**config.mk**
```make
export PLATFORM = sky130hd
export DESIGN_NAME = crossbar_arbiter
export DESIGN_NICKNAME = d
export VERILOG_FILES = /design/src/rtl/crossbar_arbiter_pkg.sv /design/src/rtl/crossbar_arbiter_rr_arb2.sv /design/src/rtl/crossbar_arbiter.sv
export SDC_FILE = /design/constraint.sdc
export NUM_CORES = 1
export LEC_CHECK = 0
export CAP_MARGIN = 0
export CELL_PAD_IN_SITES_DETAIL_PLACEMENT = 2
export CELL_PAD_IN_SITES_GLOBAL_PLACEMENT = 2
export CORE_ASPECT_RATIO = 2
export CORE_UTILIZATION = 28
export CTS_CLUSTER_DIAMETER = 30
export CTS_CLUSTER_SIZE = 28
export DETAILED_ROUTE_END_ITERATION = 8
export PLACE_DENSITY = 0.79
export SLEW_MARGIN = 15
export SYNTH_ARGS = -nofsm -noshare
export SYNTH_HDL_FRONTEND = slang
export SYNTH_SLANG_ARGS = --single-unit
export TNS_END_PERCENT = 1
```
**constraint.sdc**
```tcl
create_clock -name clk -period 1.7 [get_ports clk]
set_input_delay 0.425 -clock clk [delete_from_list [all_inputs] [get_ports clk]]
set_output_delay 0.425 -clock clk [all_outputs]
set_load 0.03 [all_outputs]
```
**src/rtl/crossbar_arbiter_pkg.sv**
```systemverilog
// -----------------------------------------------------------------------------
// crossbar_arbiter_pkg
// Shared definitions for the two-port crossbar arbiter and the crossbar it
// steers: FSM state encoding, crossbar select codes and the state-to-select
// decode.
// -----------------------------------------------------------------------------
package crossbar_arbiter_pkg;

  // Arbiter FSM states
  localparam logic [1:0] ST_IDLE      = 2'b00;
  localparam logic [1:0] ST_GNT_P0    = 2'b01;
  localparam logic [1:0] ST_GNT_P1    = 2'b10;
  localparam logic [1:0] ST_GNT_P1_BC = 2'b11;

  // Crossbar select codes
  localparam logic [1:0] CB_IDLE     = 2'b00;  // nothing routed
  localparam logic [1:0] CB_P0_TO_O1 = 2'b01;  // port 0 -> output 1
  localparam logic [1:0] CB_P1_TO_O0 = 2'b10;  // port 1 -> output 0
  localparam logic [1:0] CB_P1_BCAST = 2'b11;  // port 1 -> outputs 0 and 1

  function automatic logic [1:0] state_to_cb(input logic [1:0] st);
    logic [1:0] cb;
    cb = CB_IDLE;
    case (st)
      ST_GNT_P0:    cb = CB_P0_TO_O1;
      ST_GNT_P1:    cb = CB_P1_TO_O0;
      ST_GNT_P1_BC: cb = CB_P1_BCAST;
      default:      cb = CB_IDLE;
    endcase
    return cb;
  endfunction

endpackage

```
**src/rtl/crossbar_arbiter_rr_arb2.sv**
```systemverilog
// -----------------------------------------------------------------------------
// rr_arb2
// Two-requester round-robin pick. Purely combinational.
//   req[1:0]   requesters (bit n = port n)
//   pointer    0: port 0 wins a tie, 1: port 1 wins a tie
//   grant[1:0] one-hot grant, zero when nobody requests
// -----------------------------------------------------------------------------
module rr_arb2 (
  input  logic [1:0] req,
  input  logic       pointer,
  output logic [1:0] grant
);

  always_comb begin
    grant = 2'b00;
    if (req == 2'b11) begin
      grant = pointer ? 2'b10 : 2'b01;
    end else begin
      // Zero or one requester: the request vector is already one-hot.
      grant = req;
    end
  end

endmodule

```
**src/rtl/crossbar_arbiter.sv**
```systemverilog
// -----------------------------------------------------------------------------
// crossbar_arbiter
// Grants one of two packet sources to the output crossbar and holds the grant
// for the whole packet. Port 0 always goes to output 1; port 1 goes to output 0
// or, for broadcast packets, to both outputs.
//
// Ports
//   clk, rst_n                 clock, synchronous active-low reset
//   req_valid_0 / req_last_0   port 0 beat valid / last beat of packet
//   req_valid_1 / req_last_1   port 1 beat valid / last beat of packet
//   req_bcast_1                port 1 packet is broadcast (sampled in IDLE)
//   out_ready_0 / out_ready_1  downstream outputs can accept a beat
//   control_crossbar           crossbar select, a direct decode of the FSM
//                              state (00 IDLE, 01 P0, 10 P1, 11 P1 bcast)
//   ready_0 / ready_1          source-side ready
//   out_valid_0 / out_valid_1  output-side valid
//   err_overlength/err_timeout one-cycle pulse after a forced release
//
// Handshake: a beat transfers in a cycle when the granted source's valid and
// its ready are both high. ready depends only on the registered state and the
// downstream readies (never on valid); out_valid is valid AND ready, so a
// broadcast beat is presented to both outputs or to neither.
// -----------------------------------------------------------------------------
module crossbar_arbiter
  import crossbar_arbiter_pkg::*;
#(
  parameter int MAX_BEATS     = 64,
  parameter int STALL_TIMEOUT = 16
) (
  input  logic       clk,
  input  logic       rst_n,
  input  logic       req_valid_0,
  input  logic       req_last_0,
  input  logic       req_valid_1,
  input  logic       req_last_1,
  input  logic       req_bcast_1,
  input  logic       out_ready_0,
  input  logic       out_ready_1,
  output logic [1:0] control_crossbar,
  output logic       ready_0,
  output logic       ready_1,
  output logic       out_valid_0,
  output logic       out_valid_1,
  output logic       err_overlength,
  output logic       err_timeout
);

  localparam int BW = $clog2(MAX_BEATS + 1);
  localparam int SW = $clog2(STALL_TIMEOUT + 1);
  // Counter values seen in the cycle that hits the limit.
  localparam logic [BW-1:0] BEAT_LAST  = BW'(MAX_BEATS - 1);
  localparam logic [SW-1:0] STALL_LAST = SW'(STALL_TIMEOUT - 1);

  logic [1:0]    state, state_nx;
  logic [BW-1:0] beat_cnt, beat_nx;
  logic [SW-1:0] stall_cnt, stall_nx;
  logic          ptr, ptr_nx;
  logic          eo_nx, et_nx;
  logic [1:0]    grant;

  logic in_p0, in_p1;  // in_p1 covers both unicast and broadcast grants
  logic src_valid, src_last, xfer;

  rr_arb2 u_rr_arb2 (
    .req     ({req_valid_1, req_valid_0}),
    .pointer (ptr),
    .grant   (grant)
  );

  assign in_p0 = (state == ST_GNT_P0);
  assign in_p1 = (state == ST_GNT_P1) || (state == ST_GNT_P1_BC);

  assign control_crossbar = state_to_cb(state);
  assign ready_0     = in_p0 & out_ready_1;
  assign ready_1     = ((state == ST_GNT_P1) & out_ready_0) |
                       ((state == ST_GNT_P1_BC) & out_ready_0 & out_ready_1);
  assign out_valid_0 = req_valid_1 & ready_1;
  assign out_valid_1 = (req_valid_0 & ready_0) |
                       ((state == ST_GNT_P1_BC) & req_valid_1 & ready_1);

  assign src_valid = (in_p0 & req_valid_0) | (in_p1 & req_valid_1);
  assign src_last  = (in_p0 & req_last_0)  | (in_p1 & req_last_1);
  assign xfer      = (req_valid_0 & ready_0) | (req_valid_1 & ready_1);

  always_comb begin
    state_nx = state;
    beat_nx  = beat_cnt;
    stall_nx = stall_cnt;
    ptr_nx   = ptr;
    eo_nx    = 1'b0;
    et_nx    = 1'b0;
    if (state == ST_IDLE) begin
      beat_nx  = '0;
      stall_nx = '0;
      if (grant[0]) begin
        state_nx = ST_GNT_P0;
      end else if (grant[1]) begin
        state_nx = req_bcast_1 ? ST_GNT_P1_BC : ST_GNT_P1;
      end
    end else begin
      // Only a missing source beat counts as a stall; backpressure does not.
      stall_nx = src_valid ? '0 : stall_cnt + 1'b1;
      if (xfer) begin
        beat_nx = beat_cnt + 1'b1;
      end
      // Normal release is checked first so a last beat on the limit is clean.
      if (xfer && src_last) begin
        state_nx = ST_IDLE;
        ptr_nx   = in_p0;
      end else if (xfer && (beat_cnt == BEAT_LAST)) begin
        state_nx = ST_IDLE;
        ptr_nx   = in_p0;
        eo_nx    = 1'b1;
      end else if (!src_valid && (stall_cnt == STALL_LAST)) begin
        state_nx = ST_IDLE;
        ptr_nx   = in_p0;
        et_nx    = 1'b1;
      end
    end
  end

  always_ff @(posedge clk) begin
    if (!rst_n) begin
      state          <= ST_IDLE;
      beat_cnt       <= '0;
      stall_cnt      <= '0;
      ptr            <= 1'b0;
      err_overlength <= 1'b0;
      err_timeout    <= 1'b0;
    end else begin
      state          <= state_nx;
      beat_cnt       <= beat_nx;
      stall_cnt      <= stall_nx;
      ptr            <= ptr_nx;
      err_overlength <= eo_nx;
      err_timeout    <= et_nx;
    end
  end

endmodule

```
# Yosys cells after proc, flatten, opt, wreduce, memory -nomap -nowiden

Index checks and enable logic that the tools add are counted.

Flip-flop bits (word level): 17
Latch bits: 0
Memory bits (writable): 0
ROM bits: 0
Bits of input ports: 9
Logic and storage cells: 63
Memories: 0

Add/subtract/negate cells: 2
Multipliers: 0
Divide/modulo/power cells: 0
Order comparisons: 0
Equality and inequality tests: 7
Shift operators: 0
Multiplexer cells: 15
Bitwise logic cells: 19
Reductions and logical operators: 14

Operators by type and width:

| operator            | number |
|---|---|
| $mux 2              | 8 |
| $and 1x1->1         | 12 |
| $add 7x1->7 const B | 1 |
| $eq 7x6->1 const B  | 1 |
| $eq 2x2->1 const B  | 3 |
| $mux 1              | 6 |
| $pmux 2 s3          | 1 |
| $reduce_or 3->1     | 2 |
| $add 5x1->5 const B | 1 |
| $eq 5x4->1 const B  | 1 |
| $or 1x1->1          | 5 |
| $reduce_and 2->1    | 2 |
| $reduce_bool 4->1   | 1 |
| $reduce_or 4->1     | 1 |
| $logic_and 1x1->1   | 3 |
| $ne 3x3->1 const B  | 1 |
| $reduce_bool 3->1   | 1 |
| $eq 2x1->1 const B  | 1 |
| $logic_not 2->1     | 1 |
| $not 1->1           | 2 |
| $reduce_or 2->1     | 1 |
| $logic_not 1->1     | 1 |
| $logic_or 1x1->1    | 1 |

# Logic depth before layout (Yosys ltp)

Word-level depth: 10
Gate-level depth with buffers: 6

# Cells and area by module

Synthesis repeated with hierarchy kept, for this count alone.

Cells, all modules: 108
Area total of the unflattened synthesis: 873.3 um2

By module, submodules not included:

| module           | instances | cells an instance | area an instance (um2) |
|---|---|---|---|
| crossbar_arbiter | 1         | 105               | 854.6 |
| rr_arb2          | 1         | 3                 | 18.8 |

# Worst setup path before layout

OpenSTA, ideal clock, no wires.

Path type: flip-flop to output port
From: register state[1]
To: output out_valid_1
Arrival: 1.285 ns
Data required time: 1.275 ns
Slack: -0.010 ns
Cell stages (with the launch flop): 4
Buffers on the path: 1
Path through: dfxtp_1 clkbuf_1 nand3_1 a21oi_1

Cells in the longest elaborated chain, start to end: 6
Elaborated cells on any way between the ends: 12
Those cells by class: 3 x eq/ne; 9 x bitwise

RTL lines:

| element                  | line                                           | source |
|---|---|---|
| start, declared          | crossbar_arbiter.sv:54                         | `logic [1:0] state, state_nx;` |
| start signal, assigned   | crossbar_arbiter.sv:131                        | `state <= state_nx;` |
| $eq 2x2->1               | crossbar_arbiter.sv:76, crossbar_arbiter.sv:79 |  |
| $and 1x1->1 (2 in a row) | crossbar_arbiter.sv:76                         | `((state == ST_GNT_P1_BC) & out_ready_0 & out_ready_1);` |
| $or 1x1->1               | crossbar_arbiter.sv:75                         | `assign ready_1 = ((state == ST_GNT_P1) & out_ready_0) \|` |
| $and 1x1->1              | crossbar_arbiter.sv:79                         | `((state == ST_GNT_P1_BC) & req_valid_1 & ready_1);` |
| $or 1x1->1 *             | crossbar_arbiter.sv:78                         | `assign out_valid_1 = (req_valid_0 & ready_0) \|` |
| end, declared            | crossbar_arbiter.sv:43                         | `output logic out_valid_1,` |

Mark *: on every way between the ends. The rest lies on a longest branch, timed or not.

# Final worst setup path

From: register err_timeout
To: output err_timeout

RTL lines:

| element                | line                    | source |
|---|---|---|
| start, declared        | crossbar_arbiter.sv:45  | `output logic err_timeout` |
| start signal, assigned | crossbar_arbiter.sv:136 | `err_timeout <= et_nx;` |

No word-level cell between the ends.

==> impl_metrics.toml <==
[power]
leakagePower_uw = 0.000477
peakVddDrop_mv = 0.502
total_power_uw = 913
p_per_area_nw_per_um2 = 761

[global_routing]
grt_pass1_wl_um = 4420
grt_pass1_vias = 928
grt.total_usage_pct = 20.4
overflow = 0
grt_max_degree = 11
antenna_found_initial = 0

[place]
portBuffers = 16
dp_hpwl_um = 2330
dp_slack_ns = -0.417
gp_congestion = 0.785

[setup_path]
cp-start-kind = "flop"
ff2ff_setup_slack_ns = 0.14
worstPathCellList = "clkdlybuf4s50_1"
cp-end-kind = "output pin"
crit_start = "err_timeout$_SDFF_PP0_"
slowest_stage = "clkdlybuf4s50_1"
r2r_start = "state[1]$_SDFFE_PN0P_"
worstPathArrival_ns = 1.23
path_buf_inv = 1
cp_slowest_stage_delay_ns = 0.66
required_ns = 1.27
path_class = "reg2out"
cp_max_fo = 1
cp_top_family = "buffers and inverters"

[finish]
drive_above_1_share_pct = 20.9
area_growth_pct = 40.0
n_antenna_cell = 0
layout.nets = 147
final_cell_mix = "15 x dfxtp_1, 14 x buf_4, 10 x nor2_1, 9 x nand2_1"
layout_commonest_cell = "dfxtp_1"

[route]
viasPerCell = 5.42
drc = 1
dr.pass1.iters = 5
drtIter0Drc = 11
ant_nets = 0
routedWlPerCell_um = 18.1
wirelength_um = 2960
num_vias = 889

[clock_tree]
postCtsSetupRepairBufs = 0
cts_made_buffers = 3
clock_latency_ns = 0.26
htree_levels = 1
clockBufferDepth = 2
cts_tree = "built"
cts_root_buffer = "clkbuf_8"
cts.clk_slew.worst_paths_ns = 0.07
cts_sinks = 17
cts-hold-fix-buffers = 0

[logic_synthesis]
yosys.area.top_type_share_pct = 39.7
ys_ff_latch = 17
syn_area_um2 = 857
synth_nets = 119
yosys_warnings = 0
syn_inst = 107
yosys-top-cells-area = "dfxtp_1 40%, nor2_1 4.8%, a21oi_1 4.7%, ha_1 4.4%, nand2_1 3.9%"
yosysUniqueCellTypes = 33
yosysSeqAreaShare_pct = 39.7
yosysTopAreaCell = "dfxtp_1"
synth_area_per_cell_um2 = 8.01

[floorplan]
die_x_um = 41.1
io_pins = 17
core_area_um2 = 2940
dieArea_um2 = 3300
initial_core_util_pct = 29.1
die_h_um = 80.2
std_cell_rows = 28

[timing]
max_slew_margin_pct = 58.7
final_hold_viol_count = 0
setup_viol = 0
finClkSkew_ns = 0.00162
period_minus_slack_ns = 1.66
rsz0062_at_grt = "false"
timing.final.crit_share_pct = 97.5
hold_slack_ns = 0.455
drv_slew = 0
fmax_mhz = 604
tns_ns = 0
max_slew.worst_pin.slew_ns = 0.613
setup_slack_ns = 0.0430

[job]
maxCapViolCount = 0

[outcome]
outcome = "complete, but fails checks"
violations = "DRC"

[hold_path]
holdCritStartpoint = "stall_cnt[0]$_SDFF_PP0_"
holdCritPathClass = "reg2reg"
[stage by stage]
stage / instance area [µm²] / utilization (%) / std cells
6_report: 1200 / 40.8 / 164
3_5_place_dp: 1120 / 38.0 / 160
4_1_cts: 1190 / 40.6 / 164
3_3_place_gp: 1120 / 38.0 / 160
2_1_floorplan: 861 / - / 107
5_1_grt: 1200 / 40.8 / 164
[layout make-up]
| type | count | area [µm²] |
|---|---|---|
| clock buffer | 4 | 45.0 |
| fill | 354 | 1740 |
| inverter | 7 | 26.3 |
| multi-input combinational | 77 | 488 |
| sequential | 17 | 345 |
| tap | 30 | 37.5 |
| timing repair buffer | 29 | 258 |
[worst paths after layout]
check,end,cells past startpoint
max,err_timeout,1
min,stall_cnt[0]$_SDFF_PP0_,1
max reg2reg,beat_cnt[6]$_SDFFE_PP0P_,4
min reg2reg,stall_cnt[0]$_SDFF_PP0_,1
[logic make-up (layout without fill, tap and decap cells)]
group | Yosys count | count (layout) | synth area share [%]
AND/OR/NAND/NOR | 43 | 43 | 25.5
AO/OA/AOI/OAI | 28 | 28 | 21.3
flip-flops | 17 | 17 | 39.7
buffers and inverters | 13 | 40 | 5.99
adder cells (fa/ha/maj) | 3 | 3 | 4.38
XOR/XNOR | 3 | 3 | 3.07
[routing by layer]
layer | GRT usage (%) | routed length, µm | vias up
li1 | - | - | 435
met1 | 18.7 | 982 | 439
met2 | 38.3 | 1870 | 10
met3 | 3.31 | 51 | 5
met4 | 9.68 | 59 | 0
met5 | 0 | 0 | -
[cell usage after synthesis]
| cell | count |
|---|---|
| or4_1 | 2 |
| ha_1 | 3 |
| nand4b_1 | 1 |
| a21oi_1 | 8 |
| nand3_1 | 5 |
| nor3_1 | 3 |
| o21ai_1 | 1 |
| xor2_1 | 1 |
| o21a_1 | 3 |
| a211o_1 | 1 |
| and4_1 | 1 |
| a2111oi_0 | 1 |
| o31ai_1 | 3 |
| nor2_1 | 11 |
| o211a_1 | 1 |
| xnor2_1 | 2 |
| o21ai_0 | 4 |
| or3_1 | 3 |
| o211ai_1 | 1 |
| inv_1 | 7 |
| o31a_1 | 1 |
| clkbuf_1 | 4 |
| and3_1 | 2 |
| nand4_1 | 1 |
| nand3b_1 | 2 |
| a211oi_1 | 2 |
| a31oi_1 | 1 |
| nand2_2 | 1 |
| buf_2 | 2 |
| nand2_1 | 9 |
| dfxtp_1 | 17 |
| a22oi_1 | 1 |
| nor2b_1 | 2 |
[registers in the layout, indices dropped and copies added (netlist names)]
register        flops
ptr                 1
beat_cnt            7
err_overlength      1
err_timeout         1
state               2
stall_cnt           5
[power breakdown]
| part | switching, µW | total, µW | internal (µW) |
|---|---|---|---|
| sequential | 12.3 | 420 | 408 |
| combinational | 103 | 179 | 76.2 |
| clock | 147 | 314 | 167 |
[repair_timing]
item                                    CTS  global route
endpoints found under the setup margin   12             3
pin swaps                                 2             1
resized for setup                        15             3
(Power assumes the default switching activity.)
==> RTL change, RTL diff (same flow settings) <==
Register the output `err_overlength` once more, with the module's reset; this adds one clock of latency there. The other outputs are not delayed to match. Comments in the files are not updated.
--- a/src/rtl/crossbar_arbiter.sv
+++ b/src/rtl/crossbar_arbiter.sv
@@ -50,6 +50,8 @@
   // Counter values seen in the cycle that hits the limit.
   localparam logic [BW-1:0] BEAT_LAST  = BW'(MAX_BEATS - 1);
   localparam logic [SW-1:0] STALL_LAST = SW'(STALL_TIMEOUT - 1);
+
+  logic err_overlength_s0;
 
   logic [1:0]    state, state_nx;
   logic [BW-1:0] beat_cnt, beat_nx;
@@ -125,15 +127,23 @@
       beat_cnt       <= '0;
       stall_cnt      <= '0;
       ptr            <= 1'b0;
-      err_overlength <= 1'b0;
+      err_overlength_s0 <= 1'b0;
       err_timeout    <= 1'b0;
     end else begin
       state          <= state_nx;
       beat_cnt       <= beat_nx;
       stall_cnt      <= stall_nx;
       ptr            <= ptr_nx;
-      err_overlength <= eo_nx;
+      err_overlength_s0 <= eo_nx;
       err_timeout    <= et_nx;
+    end
+  end
+
+  always_ff @(posedge clk) begin
+    if (!rst_n) begin
+      err_overlength <= '0;
+    end else begin
+      err_overlength <= err_overlength_s0;
     end
   end
 
Function: no difference found for any inputs over 10 cycles, from zero or initial values and one cycle with rst_n low; that may be too few to reach the edited logic, so the function may still have changed.
==> RTL change against the original RTL <==
Power up 8.6%; worst setup slack worse by 0.0061 ns; sequential share of layout area is 0.50 points higher; sequential cell count up 1; critical path type unchanged; clock power rose by 15%; area after synthesis grew 3.1%; wire length is 0.74% lower; register-to-register slack got worse by 0.03 ns; cell count grew 2.4%; synthesized cell count is 1.9% higher; cell area increased by 4.7%; critical path depth unchanged; via count increased by 2.2%.
==> RTL change: results (changes against the original RTL) <==
Placed design
  – Global placer's final weighted congestion: 0.787 (+0.19%)
  – Dpl cells: 163 (+1.9%)
  – Final HPWL from detailed placement: 2.30 mm (-1.4%)
  – Post-Place Cell Area: 1150 µm² (+3.0%)

Routing
  – Violation count after the first detailed-routing iteration: 9 (-2)
  – TritonRoute pass-1 iters: 4 (-1)
  – Average routed wire per standard cell: 17.5 µm (-3.1%)

Synth
  – Mapped Cells: 109 (+1.9%)
  – Net count after synthesis: 121 (+1.7%)
  – Sequential element share of the synthesized area: 0.408 (+0.0109)
  – Distinct cells, synth: 34 (+3.0%)
  – Top cells by area in the synthesized netlist: sky130_fd_sc_hd__dfxtp_1 41%, sky130_fd_sc_hd__nor2_1 4.7%, sky130_fd_sc_hd__a21oi_1 4.5%, sky130_fd_sc_hd__ha_1 4.2%, sky130_fd_sc_hd__nand2_1 3.8%
  – Top cell types by occurrence after synthesis: 18 x sky130_fd_sc_hd__dfxtp_1, 11 x sky130_fd_sc_hd__nor2_1, 9 x sky130_fd_sc_hd__nand2_1, 8 x sky130_fd_sc_hd__a21oi_1, 7 x sky130_fd_sc_hd__inv_1

Pwr
  – Leakage power figure: 0.512 nW (+7.3%)
  – Worst IR drop on VDD: 0.000583 V (+16%)

Global route
  – Wire length of the first global-routing pass: 4.77 mm (+8.0%)
  – Via count of the first global-routing pass: 1,061 (+14%)
  – Total global routing track utilization: 0.187 (-0.0169)

Layout
  – Number of nets at the end of the flow: 151 (+2.7%)
  – Number of fill cells: 348 (-1.7%)
  – Final cell count without fillers: 168 (+2.4%)
  – Fraction of layout instances using a drive strength above 1: 0.239 (+0.0302)

CTS
  – Clk root buf: sky130_fd_sc_hd__clkbuf_8

Worst hold path
  – HP Class: reg2reg

Timing
  – Maximum clock skew at final layout: 0.00208 ns (+0.000463 ns)
  – Transition time at the pin with the least slew margin: 0.499 ns (-0.114 ns)

Status
  – Status: completed
==> RTL change: cell families after synthesis <==
family | Yosys count | synth area share
compound gates | 28 | 0.207
fa+ha+maj | 3 | 0.0425
simple gates | 44 | 0.255
xor+xnor | 3 | 0.0298
flops | 18 | 0.408
buf+inv | 13 | 0.0581
==> RTL change: report_power, final <==
part | total (W) | switching, W | internal, W
registers | 0.000444 | 0.0000124 | 0.000431
logic | 0.000185 | 0.000104 | 0.0000815
clock network | 0.000362 | 0.000156 | 0.000206
==> RTL change: cell type report <==
cell class                      instances  share of cell area
Clock buffer                            4              0.0438
Inverter                                7              0.0209
Multi-Input combinational cell         78               0.393
Sequential cell                        18               0.293
Tap cell                               30              0.0299
Timing Repair Buffer                   31               0.219
==> RTL change: final timing paths <==
check	start	end	slack (ns)	cells after the start
hold / removal	stall_cnt[0]	stall_cnt[0]	0.45	1
hold reg to reg	stall_cnt[0]	stall_cnt[0]	0.45	1
setup reg to reg	beat_cnt[0]	state[1]	0.11	5
setup / recovery	err_timeout	err_timeout	0.04	1
==> RTL change: stage by stage <==
step	worst slack [ns]	util	power (W)
finish	0.0369	0.422	0.000991
global route	0.00119	0.422	0.00103
CTS	-0.140	0.413	0.000995
detailed placement	-0.399	0.387	0.000631
global placement	-0.327	0.387	0.000622
floorplan	0.0953	-	0.000540
==> RTL change: layer usage <==
metal / share of wire / GRT usage / wire, µm / up-vias
li1: - / - / - / 442
met4: 0.033 / 0.0677 / 97 / 0
met1: 0.35 / 0.166 / 1020 / 436
met5: 0 / 0 / 0 / -
met2: 0.60 / 0.402 / 1750 / 22
met3: 0.024 / 0.0264 / 70 / 9
==> RTL change: what timing repair did <==
action / in CTS / in global routing
setup buffers: 0 / 1
resized for setup: 12 / 7
setup endpoints to repair: 11 / 7
hold buffers: 0 / 0
pin swaps: 4 / 1
